$ cat config.mk
export PLATFORM = sky130hd
export DESIGN_NAME = div_unit
export DESIGN_NICKNAME = d
export VERILOG_FILES = /design/src/rtl/div_unit.sv
export SDC_FILE = /design/constraint.sdc
export NUM_CORES = 1
export LEC_CHECK = 0
export CAP_MARGIN = 0
export CORE_UTILIZATION = 30
export DETAILED_ROUTE_END_ITERATION = 6
export PLACE_DENSITY = 0.54
export SLEW_MARGIN = 20
export SYNTH_ARGS = -nofsm -noshare
export SYNTH_HDL_FRONTEND = slang
export SYNTH_SLANG_ARGS = --single-unit
export TNS_END_PERCENT = 100
$ cat constraint.sdc
create_clock -name clk -period 6.3 [get_ports clk]
set_input_delay 1.26 -clock clk [delete_from_list [all_inputs] [get_ports clk]]
set_output_delay 1.26 -clock clk [all_outputs]
set_load 0.02 [all_outputs]
$ cat src/rtl/div_unit.sv
// Iterative restoring divider for RV32M DIV/DIVU/REM/REMU with fast-path special cases.
// Define DIV_RADIX4_EN to retire two quotient bits per CALC cycle (16 iterations instead of 32).
module div_unit #(
    parameter int XLEN = 32
) (
    input  logic            clk,
    input  logic            reset,
    input  logic            div_valid,
    input  logic [1:0]      DIVop,
    input  logic [XLEN-1:0] dividend,
    input  logic [XLEN-1:0] divisor,
    output logic            div_ready,
    output logic [XLEN-1:0] div_result,
    output logic            busy
);

    localparam logic [1:0] S_IDLE = 2'd0;
    localparam logic [1:0] S_CALC = 2'd1;
    localparam logic [1:0] S_DONE = 2'd2;

    localparam logic [1:0] OP_DIV = 2'b00;
    localparam logic [1:0] OP_REM = 2'b10;

`ifdef DIV_RADIX4_EN
    localparam logic [4:0] LAST_CNT = 5'd15;
`else
    localparam logic [4:0] LAST_CNT = 5'd31;
`endif

    logic [1:0]      state_q, state_d;
    logic [1:0]      op_q, op_d;
    logic [XLEN-1:0] rem_q, rem_d;
    logic [XLEN-1:0] quo_q, quo_d;
    logic [XLEN-1:0] dvsr_q, dvsr_d;
    logic            sign_q_q, sign_q_d;
    logic            sign_r_q, sign_r_d;
    logic [4:0]      cnt_q, cnt_d;
    logic [XLEN-1:0] div_result_q, div_result_d;

    logic [2*XLEN-1:0] step_nxt;
`ifdef DIV_RADIX4_EN
    logic [2*XLEN-1:0] step_mid;
`endif
    logic [XLEN-1:0] q_fin, r_fin;
    logic            signed_op;

    // One restoring step: the shifted partial remainder is XLEN+1 bits wide for the compare.
    function automatic logic [2*XLEN-1:0] restore_step(input logic [XLEN-1:0] rem,
                                                       input logic [XLEN-1:0] quo,
                                                       input logic [XLEN-1:0] dvsr);
        logic [XLEN:0]   part;
        logic [XLEN-1:0] q;
        part = {rem, quo[XLEN-1]};
        q    = {quo[XLEN-2:0], 1'b0};
        if (part >= {1'b0, dvsr}) begin
            part = part - {1'b0, dvsr};
            q[0] = 1'b1;
        end
        return {part[XLEN-1:0], q};
    endfunction

    // 32'h80000000 maps to 2^31, which still fits the unsigned register.
    function automatic logic [XLEN-1:0] magnitude(input logic [XLEN-1:0] v, input logic is_signed);
        return (is_signed && v[XLEN-1]) ? (~v + 1'b1) : v;
    endfunction

    always_comb begin
        state_d      = state_q;
        op_d         = op_q;
        rem_d        = rem_q;
        quo_d        = quo_q;
        dvsr_d       = dvsr_q;
        sign_q_d     = sign_q_q;
        sign_r_d     = sign_r_q;
        cnt_d        = cnt_q;
        div_result_d = div_result_q;
        signed_op    = ~DIVop[0];

`ifdef DIV_RADIX4_EN
        step_mid = restore_step(rem_q, quo_q, dvsr_q);
        step_nxt = restore_step(step_mid[2*XLEN-1:XLEN], step_mid[XLEN-1:0], dvsr_q);
`else
        step_nxt = restore_step(rem_q, quo_q, dvsr_q);
`endif
        q_fin = (op_q == OP_DIV && sign_q_q) ? (~step_nxt[XLEN-1:0] + 1'b1)
                                             : step_nxt[XLEN-1:0];
        r_fin = (op_q == OP_REM && sign_r_q) ? (~step_nxt[2*XLEN-1:XLEN] + 1'b1)
                                             : step_nxt[2*XLEN-1:XLEN];

        case (state_q)
            S_IDLE: begin
                if (div_valid) begin
                    op_d     = DIVop;
                    rem_d    = '0;
                    quo_d    = magnitude(dividend, signed_op);
                    dvsr_d   = magnitude(divisor, signed_op);
                    sign_q_d = dividend[XLEN-1] ^ divisor[XLEN-1];
                    sign_r_d = dividend[XLEN-1];
                    cnt_d    = '0;
                    // Special cases load the final answer directly and skip sign correction.
                    if (divisor == '0) begin
                        state_d      = S_DONE;
                        div_result_d = DIVop[1] ? dividend : '1;
                    end else if (signed_op && dividend == {1'b1, {(XLEN-1){1'b0}}} &&
                                 divisor == '1) begin
                        state_d      = S_DONE;
                        div_result_d = DIVop[1] ? '0 : {1'b1, {(XLEN-1){1'b0}}};
                    end else begin
                        state_d = S_CALC;
                    end
                end
            end
            S_CALC: begin
                rem_d = step_nxt[2*XLEN-1:XLEN];
                quo_d = step_nxt[XLEN-1:0];
                cnt_d = cnt_q + 5'd1;
                if (cnt_q == LAST_CNT) begin
                    state_d      = S_DONE;
                    div_result_d = op_q[1] ? r_fin : q_fin;
                end
            end
            S_DONE:  state_d = S_IDLE;
            default: state_d = S_IDLE;
        endcase
    end

    always_ff @(posedge clk) begin
        if (reset) begin
            state_q      <= S_IDLE;
            op_q         <= '0;
            rem_q        <= '0;
            quo_q        <= '0;
            dvsr_q       <= '0;
            sign_q_q     <= 1'b0;
            sign_r_q     <= 1'b0;
            cnt_q        <= '0;
            div_result_q <= '0;
        end else begin
            state_q      <= state_d;
            op_q         <= op_d;
            rem_q        <= rem_d;
            quo_q        <= quo_d;
            dvsr_q       <= dvsr_d;
            sign_q_q     <= sign_q_d;
            sign_r_q     <= sign_r_d;
            cnt_q        <= cnt_d;
            div_result_q <= div_result_d;
        end
    end

    assign div_ready  = (state_q == S_DONE);
    assign busy       = (state_q == S_CALC) || (state_q == S_DONE);
    assign div_result = div_result_q;

endmodule
==> results of run 1 <==
==> metal layers <==
| layer | vias up | share of wire [%] |
|---|---|---|
| met3 | 57 | 5.1 |
| met1 | 5741 | 48 |
| li1 | 5965 | - |
| met4 | 0 | 2.4 |
| met5 | - | 0 |
| met2 | 362 | 44 |
==> Yosys cell counts, types with 9 or more instances <==
library cell,n,area [µm²]
nand2_1,198,743
nor2_1,186,698
a21oi_1,171,856
dfxtp_1,139,2780
o21ai_0,110,551
xnor2_1,80,701
clkbuf_1,76,285
inv_1,61,229
xor2_1,49,429
a211oi_1,45,338
ha_1,42,526
nor3_1,37,185
o31ai_1,27,203
or3_1,25,156
mux2i_1,23,230
nand4_1,23,144
nand3_1,20,100
a21o_1,19,143
a31oi_1,18,113
buf_2,16,80.1
nand2b_1,16,100
o21a_1,16,120
a22oi_1,15,113
and2_1,14,87.6
nor4_1,13,81.3
o211ai_1,13,97.6
o21ai_1,10,50.1
o221ai_1,10,87.6
or4_1,10,75.1
and3_1,9,56.3
nor2b_1,9,56.3
==> kinds of logic after synthesis <==
| kind of cell | synth area share (%) |
|---|---|
| compound gates | 29.5 |
| mux | 2.25 |
| simple gates | 24.5 |
| xor+xnor | 9.62 |
| buf+inv | 5.74 |
| flops | 23.7 |
| fa+ha+maj | 4.64 |
==> state kept, by name, summed over array words and instances (netlist names) <==
signal	count
rem_q	32
dvsr_q	32
cnt_q	5
state_q	2
sign_q_q	1
div_result	32
op_q	2
sign_r_q	1
quo_q	32
==> final timing paths <==
path | from | end
hold / removal | div_result[4] | div_result[4]
setup / recovery | dividend[1] | div_result[24]
setup reg to reg | rem_q[18] | div_result[26]
hold reg to reg | div_result[4] | div_result[4]
==> layout make-up <==
cell class / instances / area [µm²]
Inverter: 64 / 240
Timing Repair Buffer: 119 / 1150
Sequential cell: 139 / 2780
Multi-Input combinational cell: 1331 / 8320
Tap cell: 518 / 648
Clock inverter: 10 / 189
Clock buffer: 22 / 464
Fill cell: 4123 / 24900
==> worst min-delay path, cell delays in order, from the launching register on <==
cell     delay, ps
dfxtp_1        310
nand2_1         50
a21oi_1         50
==> metrics by stage <==
step / worst slack [ps] / instance area [µm²]
CTS: 1310 / 13800
floorplan: 1610 / 11700
finish: 1210 / 13800
detailed placement: 870 / 13100
global route: 949 / 13800
global placement: 946 / 13100
==> report_power, final <==
part / internal (mW) / total (mW) / switching (mW) / leakage, nW
combinational: 0.381 / 1.09 / 0.712 / 3.61
clock: 0.726 / 1.15 / 0.423 / 0.314
sequential: 0.940 / 1.00 / 0.0635 / 1.13
==> results_dict.tcl, run 1 <==
set metrics [dict create \
    mappedNetlistArea_mm2 0.0117 \
    final_cell_mix "nand2_1 (198), nor2_1 (185), a21oi_1 (171)" \
    cts.sinks 139 \
    fin_setup_tns_ps 0 \
    fmax_ghz 0.196 \
    reg2reg_depth 17 \
    cp_top_family "simple AND/OR/NAND/NOR gates" \
    final_util_pct 35.7 \
    wire_per_inst_um 18.9 \
    die-area_mm2 0.0400 \
    cts_hold_buf 0 \
    clk_pin_slew_worst_paths_ps 60 \
    synth_edf_count 0 \
    hold_violations 0 \
    antenna_left 0 \
    fin_crit_sh_pct 80.8 \
    relSlewSlack_pct 29.2 \
    overflow 0 \
    cts_post_setup_buffers_inserted 0 \
    ctsLongestPathBuffers 2 \
    via_per_inst 5.50 \
    max-vdd-ir-drop_mv 0.173 \
    top_usage_layer "met2" \
    use_met2_pct 32.7 \
    critPathSlowestCell "or4_1" \
    cts-resized-gates 0 \
    area_growth_pct 17.4 \
    yosysWarnings 0 \
    dominantRegCellSynth "dfxtp_1" \
    fin_hold_ws_ps 456 \
    gpl.final_weighted_congestion 0.893 \
    grt_pass1_wl_mm 65.1 \
    cts_tree "built" \
    p_per_area_mw_per_mm2 235 \
    use_met3_pct 3.26 \
    grt_max_degree 88 \
    yosysUniqueCellTypes 94 \
    drive_gt1_share_pct 5.52 \
    numCtsBuffers 17 \
    rsz0062_at_grt "no" \
    worstSetupEndpointType "flip-flop" \
    antenna_found_initial 0 \
    avgSynthCellArea_um2 7.18 \
    grt_util_met1_pct 29.5 \
    syn_inst 1636 \
    place.detailed.hpwl_mm 32.0 \
    grt_pass1_vias 11300 \
    io_pins 103 \
    slew_violations 0 \
    outcome "complete, no violations" \
    slowest_delay_ps 640 \
    rows 72 \
    vias 12100 \
    cp.required_ps 6670 \
    tightest_slew_ps 1060 \
    final_net_count 1784 \
    arrival_ps 5460 \
    numPortBuffers 102 \
    die_y_um 200 \
    hold_class "flip-flop to flip-flop" \
    dp.cells 2171 \
    critical_path_class "primary input to flip-flop" \
    drv_cap 0 \
    hold_depth 2 \
    critPathBufInv 3 \
    core-area_mm2 0.0386 \
    cp_max_fo 24 \
    reg2reg_slack_ps 1340 \
    drt_iter0_drc 960 \
    drt-pass1-iter-count 5 \
    fin_cells 2203 \
    ys_seq_elements 139 \
    fin_total_pwr_mw 3.24 \
    ys_seq_area_share_pct 23.7 \
    initial_utilization_pct 30.4 \
    finClkSkew_ps 13.4 \
    drc 0 \
    startpoint_type "primary input" \
    setup_viol 0 \
    h-tree-depth 4 \
    syn-num-nets 1748 \
    cts-root-buf "clkbuf_16" \
    async_flop_share_pct 0 \
    crit_cells 15 \
    clk_latency_ps 440 \
    crit_chain "clkdlybuf4s50_1 > inv_1 > ha_1 > or4b_4 > nor4_4 > nand4_1 > or4_1 > a21oi_1 > o21ai_2 > nor3b_2 > buf_4 > o221ai_1 > a31oi_1 > o21ai_0 > o21ai_1" \
    p_leak_nw 5.06 \
    finalCriticalPeriod_ps 5090 \
    layout_commonest_cell "nand2_1" \
    postRouteWirelength_mm 41.6 \
    die_w_um 200 \
    track_usage_pct 21.0 \
    antenna_cells 0 \
]
(Power assumes the default switching activity.)
==> inputs of run 2 (changes only) <==
==> constraint.sdc (replaced) <==
create_clock -name clk -period 4.75 [get_ports clk]
set_input_delay 0.95 -clock clk [delete_from_list [all_inputs] [get_ports clk]]
set_output_delay 0.95 -clock clk [all_outputs]
set_load 0.02 [all_outputs]
==> run 2 against run 1 <==
  * Power rose by 29%
  * Flip-flop and latch count did not move
  * Critical path depth rose by 4
  * Worst setup slack got worse by 910 ps
  * Critical endpoint unchanged
  * Largest cell class unchanged
  * Largest power group is now combinational cells
  * Highest routed layer unchanged
==> results_dict.tcl, run 2 (same netlist as run 1, synthesis figures left out) <==
set metrics [dict create \
    outcome "complete, no violations" \
    initial_utilization_pct 30.4 \
    fmax_ghz 0.225 \
    antenna_cells 0 \
    worstSetupEndpointType "flip-flop" \
    drive_gt1_share_pct 7.84 \
    cp_top_family "simple AND/OR/NAND/NOR gates" \
    core-area_mm2 0.0386 \
    hold_class "flip-flop to flip-flop" \
    cts_tree "built" \
    seqPwrFrac_pct 31.7 \
    switching_share_pct 38.6 \
    arrival_ps 4790 \
    grt_pass1_vias 11400 \
    place.detailed.hpwl_mm 32.3 \
    fin_setup_tns_ps 0 \
    slowest_delay_ps 580 \
    numCtsBuffers 17 \
    hold_violations 0 \
    drv_cap 0 \
    p_int_mw 2.57 \
    hold_path_startpoint "div_result[7]" \
    ctsLongestPathBuffers 2 \
    h-tree-depth 4 \
    crit_chain "inv_1 > ha_2 > nand2_4 > or4_4 > nor3_4 > o31ai_2 > nand3_2 > mux2i_2 > ha_1 > inv_1 > nor2_1 > o2111ai_1 > nand3b_1 > a2111oi_4 > buf_4 > and3_1 > nand2b_1 > o21ai_0 > o21ai_1" \
    finClkSkew_ps 14.9 \
    fin_hold_ws_ps 455 \
    antenna_left 0 \
    p_comb_share_pct 35.3 \
    clk_pin_slew_worst_paths_ps 70 \
    cts-root-buf "clkbuf_16" \
    grt_pass1_wl_mm 66.2 \
    hold_depth 2 \
    antenna_found_initial 0 \
    p_leak_nw 5.19 \
    track_usage_pct 21.4 \
    area_growth_pct 19.4 \
    numPortBuffers 102 \
    slew_violations 0 \
    max-vdd-ir-drop_mv 0.225 \
    cp.required_ps 5090 \
    die_y_um 200 \
    reg2reg_depth 19 \
    postRouteWirelength_mm 42.3 \
    gpl.final_weighted_congestion 0.911 \
    worst_path_most_repeated_cell "inv_1" \
    layout_commonest_cell "nand2_1" \
    reg2reg_slack_ps 300 \
    startpoint_type "flip-flop" \
    cts.sinks 139 \
    cp_max_fo 9 \
    overflow 0 \
    final_cell_mix "nand2_1 (197), nor2_1 (185), a21oi_1 (171)" \
    whs_endpoint "div_result[7]" \
    grt_max_degree 87 \
    reg2reg_to "div_result[24]" \
    final_net_count 1820 \
    die_w_um 200 \
    fillers 4175 \
    io_pins 103 \
    critPathBufInv 3 \
    relSlewSlack_pct 26.4 \
    drc 0 \
    via_per_inst 5.48 \
    finalCriticalPeriod_ps 4450 \
    p_per_area_mw_per_mm2 299 \
    tightest_slew_ps 1100 \
    rows 72 \
    die-area_mm2 0.0400 \
    final_util_pct 36.3 \
    critPathSlowestCell "or4_4" \
    fin_crit_sh_pct 93.7 \
    setup_viol 0 \
    clk_latency_ps 450 \
    drt_iter0_drc 856 \
    critical_path_class "flip-flop to flip-flop" \
    clkPwrFrac_pct 32.9 \
    drt-pass1-iter-count 5 \
    p_sw_mw 1.61 \
    wire_per_inst_um 18.9 \
    vias 12300 \
    r2r_start "dvsr_q[21]" \
]
-- run 2: how the worst max path moves through the flow --
stage               cells after the start  slack, ps             end   startpoint
finish                                 19        300  div_result[24]   dvsr_q[21]
global route                           19         -3  div_result[24]   dvsr_q[21]
CTS                                    19        290  div_result[24]   dvsr_q[21]
detailed placement                     15        100  div_result[25]  dividend[0]
global placement                       15        240  div_result[28]  dividend[0]
floorplan                              22         60  div_result[30]   dvsr_q[22]
-- run 2: cell type report --
type / count / area, µm² / area share (%)
multi-input cells: 1331 / 8320 / 59.4
flip-flops and latches: 139 / 2780 / 19.8
repair buffers: 155 / 1440 / 10.3
well taps: 518 / 648 / 4.62
clock buffers: 19 / 443 / 3.16
inverters: 64 / 240 / 1.71
clock inverters: 13 / 143 / 1.02
-- run 2: repair_timing --
action / CTS / global route
endpoints found under the setup margin: 0 / 5
buffers inserted: 0 / 1
hold buffers: 0 / 0
gates resized for setup: 0 / 3
-- run 2: per-stage QoR --
stage | area (µm²) | setup slack, ps | total power [mW] | std cells
6_report | 14000 | 299 | 4.19 | 2239
5_1_grt | 14000 | -2.55 | 4.42 | 2239
4_1_cts | 14000 | 285 | 4.20 | 2238
3_5_place_dp | 13400 | 100 | 2.81 | 2206
3_3_place_gp | 13400 | 241 | 2.80 | 2206
2_1_floorplan | 11700 | 58.0 | 2.35 | 1636
-- run 2: layer usage --
metal	GRT usage (%)	up-vias	part of all wire (%)
met5	0	-	0
met4	6.02	0	1.8
met3	2.81	39	5.5
met2	33.3	364	45
met1	30.6	5830	48
li1	-	6045	-
-- run 2: worst min-delay path, delay by kind of cell (launching register included) --
family / cells / cell delay (ps)
simple gates: 1 / 50
flops: 1 / 310
compound gates: 1 / 50
-- run 2: power groups by stage --
stage,Sequential [mW],Clock (mW),Combinational [mW]
final,1.33,1.38,1.48
after global routing,1.34,1.45,1.63
after CTS,1.33,1.41,1.46
after detailed placement,1.35,0,1.46
after global placement,1.35,0,1.45
after floorplan,1.33,0,1.02
==> inputs of run 3 (changes only) <==
--- a/config.mk
+++ b/config.mk
@@ -5,10 +5,10 @@
 export SDC_FILE = /design/constraint.sdc
 export NUM_CORES = 1
 export LEC_CHECK = 0
-export CAP_MARGIN = 0
-export CORE_UTILIZATION = 30
+export CORE_UTILIZATION = 45
 export DETAILED_ROUTE_END_ITERATION = 6
-export PLACE_DENSITY = 0.54
+export HOLD_SLACK_MARGIN = 0.08
+export PLACE_DENSITY = 0.72
 export SLEW_MARGIN = 20
 export SYNTH_ARGS = -nofsm -noshare
 export SYNTH_HDL_FRONTEND = slang
==> run 3 against run 2 <==
  * Critical path depth is 1 lower
  * Combinational power is essentially flat
  * Sequential share of layout area increased by 0.27 points
  * Critical endpoint is now div_result[26]
==> results_dict.tcl, run 3 (same netlist as run 1, synthesis figures left out) <==
set metrics [dict create \
    outcome "complete, no violations" \
    p_per_area_mw_per_mm2 301 \
    place.detailed.hpwl_mm 29.4 \
    relSlewSlack_pct 29.1 \
    die_y_um 164 \
    finalInstanceArea_mm2 0.0138 \
    final_util_pct 54.5 \
    wl_met2_mm 17.7 \
    overflow 0 \
    slew_violations 0 \
    cts-root-buf "clkbuf_16" \
    startpoint "rem_q[16]" \
    placed_cell_area_mm2 0.0131 \
    postRouteWirelength_mm 38.7 \
    finClkSkew_ps 13.8 \
    layout_commonest_cell "nand2_1" \
    fmax_ghz 0.224 \
    hold_violations 0 \
    cp_top_family "simple AND/OR/NAND/NOR gates" \
    cts_tree "built" \
    grt_max_degree 87 \
    wl_met3_mm 2.79 \
    drt-pass1-iter-count 7 \
    grt_pass1_vias 11300 \
    critPathBufInv 2 \
    final_cell_mix "nand2_1 (198), nor2_1 (183), a21oi_1 (170)" \
    crit_end "div_result[26]" \
    startpoint_type "flip-flop" \
    antenna_left 0 \
    drive_gt1_share_pct 8.34 \
    critical_path_class "flip-flop to flip-flop" \
    rows 58 \
    fin_total_pwr_mw 4.16 \
    initial_utilization_pct 46.3 \
    clk_latency_ps 440 \
    reg2reg_depth 18 \
    cts_hold_buf 0 \
    antenna_cells 0 \
    crit_cells 18 \
    h-tree-depth 4 \
    drt_iter0_drc 1330 \
    reg2reg_slack_ps 280 \
    cp_max_fo 7 \
    track_usage_pct 28.8 \
    numPortBuffers 102 \
    antenna_found_initial 0 \
    area_growth_pct 17.8 \
    p_leak_nw 5.16 \
    cp.required_ps 5070 \
    wl_met1_mm 17.3 \
    setup_viol 0 \
    numCtsBuffers 17 \
    tightest_slew_ps 1060 \
    drc 0 \
    reg2reg_to "div_result[26]" \
    die_w_um 164 \
    fin_setup_tns_ps 0 \
    rsz0062_at_grt "no" \
    fin_crit_sh_pct 94.1 \
    finalCriticalPeriod_ps 4470 \
    hold_class "flip-flop to flip-flop" \
    die-area_mm2 0.0268 \
    worst_path_most_repeated_cell "ha_1" \
    top_layer_used "met4" \
    gpl.final_weighted_congestion 0.943 \
    ctsLongestPathBuffers 2 \
    grt_pass1_wl_mm 60.8 \
    drv_cap 0 \
    critPathSlowestCell "or4_4" \
    max-vdd-ir-drop_mv 0.230 \
    clk_pin_slew_worst_paths_ps 70 \
    cts.sinks 139 \
    core-area_mm2 0.0254 \
    worstSetupEndpointType "flip-flop" \
    r2r_start "rem_q[16]" \
    final_net_count 1814 \
    vias 12500 \
    crit_chain "ha_1 > nand2_4 > or4_4 > nor3_4 > o31ai_4 > nand3_2 > mux2i_2 > ha_1 > inv_1 > nor2_1 > o2111ai_1 > nand3b_1 > a2111oi_4 > buf_4 > a41oi_1 > xor2_1 > a21oi_1 > o21ai_0" \
    wire_per_inst_um 18.9 \
    io_pins 103 \
    arrival_ps 4790 \
    via_per_inst 6.11 \
    slowest_delay_ps 570 \
]
## run 3: cell types whose count changed in the layout (fill, tap and decap cells not counted), moves of 2 or more
| cell | before | now |
|---|---|---|
| ha_4 | 0 | 4 |
| nor2_1 | 185 | 183 |
| ha_1 | 39 | 29 |
| inv_8 | 0 | 3 |
| buf_4 | 52 | 46 |
| clkinv_4 | 2 | 5 |
| clkinvlp_4 | 5 | 2 |
| ha_2 | 3 | 9 |
## run 3: metal layers
metal | vias to the layer above | track usage, %
li1 | 6024 | -
met2 | 521 | 45.6
met3 | 77 | 3.86
met5 | - | 0
met4 | 0 | 9.18
met1 | 5878 | 40.3
## run 3: final cells by class
type | instances | area [µm²]
Clock buffer | 17 | 425
Sequential cell | 139 | 2780
Multi-Input combinational cell | 1331 | 8420
Timing Repair Buffer | 149 | 1400
Clock inverter | 15 | 161
Inverter | 64 | 240
Fill cell | 2447 | 11600
Tap cell | 330 | 413
## run 3: per-stage QoR
| stage | hold WS (ps) | worst slack [ps] | cells |
|---|---|---|---|
| floorplan | 432 | 58.0 | 1636 |
| finish | 439 | 279 | 2045 |
| detailed placement | 436 | 136 | 2012 |
| CTS | 446 | 259 | 2044 |
| global placement | 438 | 290 | 2012 |
| global route | 487 | 7.74 | 2045 |
## run 3: how the worst min path moves through the flow
stage / slack [ps] / endpoint / depth (start not counted) / from
after floorplan: 430 / quo_q[27] / 2 / quo_q[27]
after global placement: 440 / div_result[11] / 2 / div_result[11]
after detailed placement: 440 / div_result[11] / 2 / div_result[11]
after CTS: 450 / div_result[11] / 2 / div_result[11]
after global routing: 490 / dvsr_q[31] / 2 / dvsr_q[31]
final: 440 / div_result[11] / 2 / div_result[11]
## run 3: where the power goes
group	leakage, nW	switching (mW)	internal (mW)
logic	3.75	0.930	0.545
clock network	0.283	0.616	0.741
registers	1.13	0.0814	1.25
total	5.16	1.63	2.53
## run 3: timing repair
action	CTS	global route
buffers inserted	0	1
endpoints found under the setup margin	0	6
gates resized for setup	0	25
## run 3: worst reg2reg max path, delay by kind of cell, from the launching register on
kind | cells | cell delay [ps]
buf+inv | 2 | 250
xor+xnor | 1 | 220
mux | 1 | 290
compound gates | 6 | 1060
flops | 1 | 380
fa+ha+maj | 2 | 590
simple gates | 6 | 1560
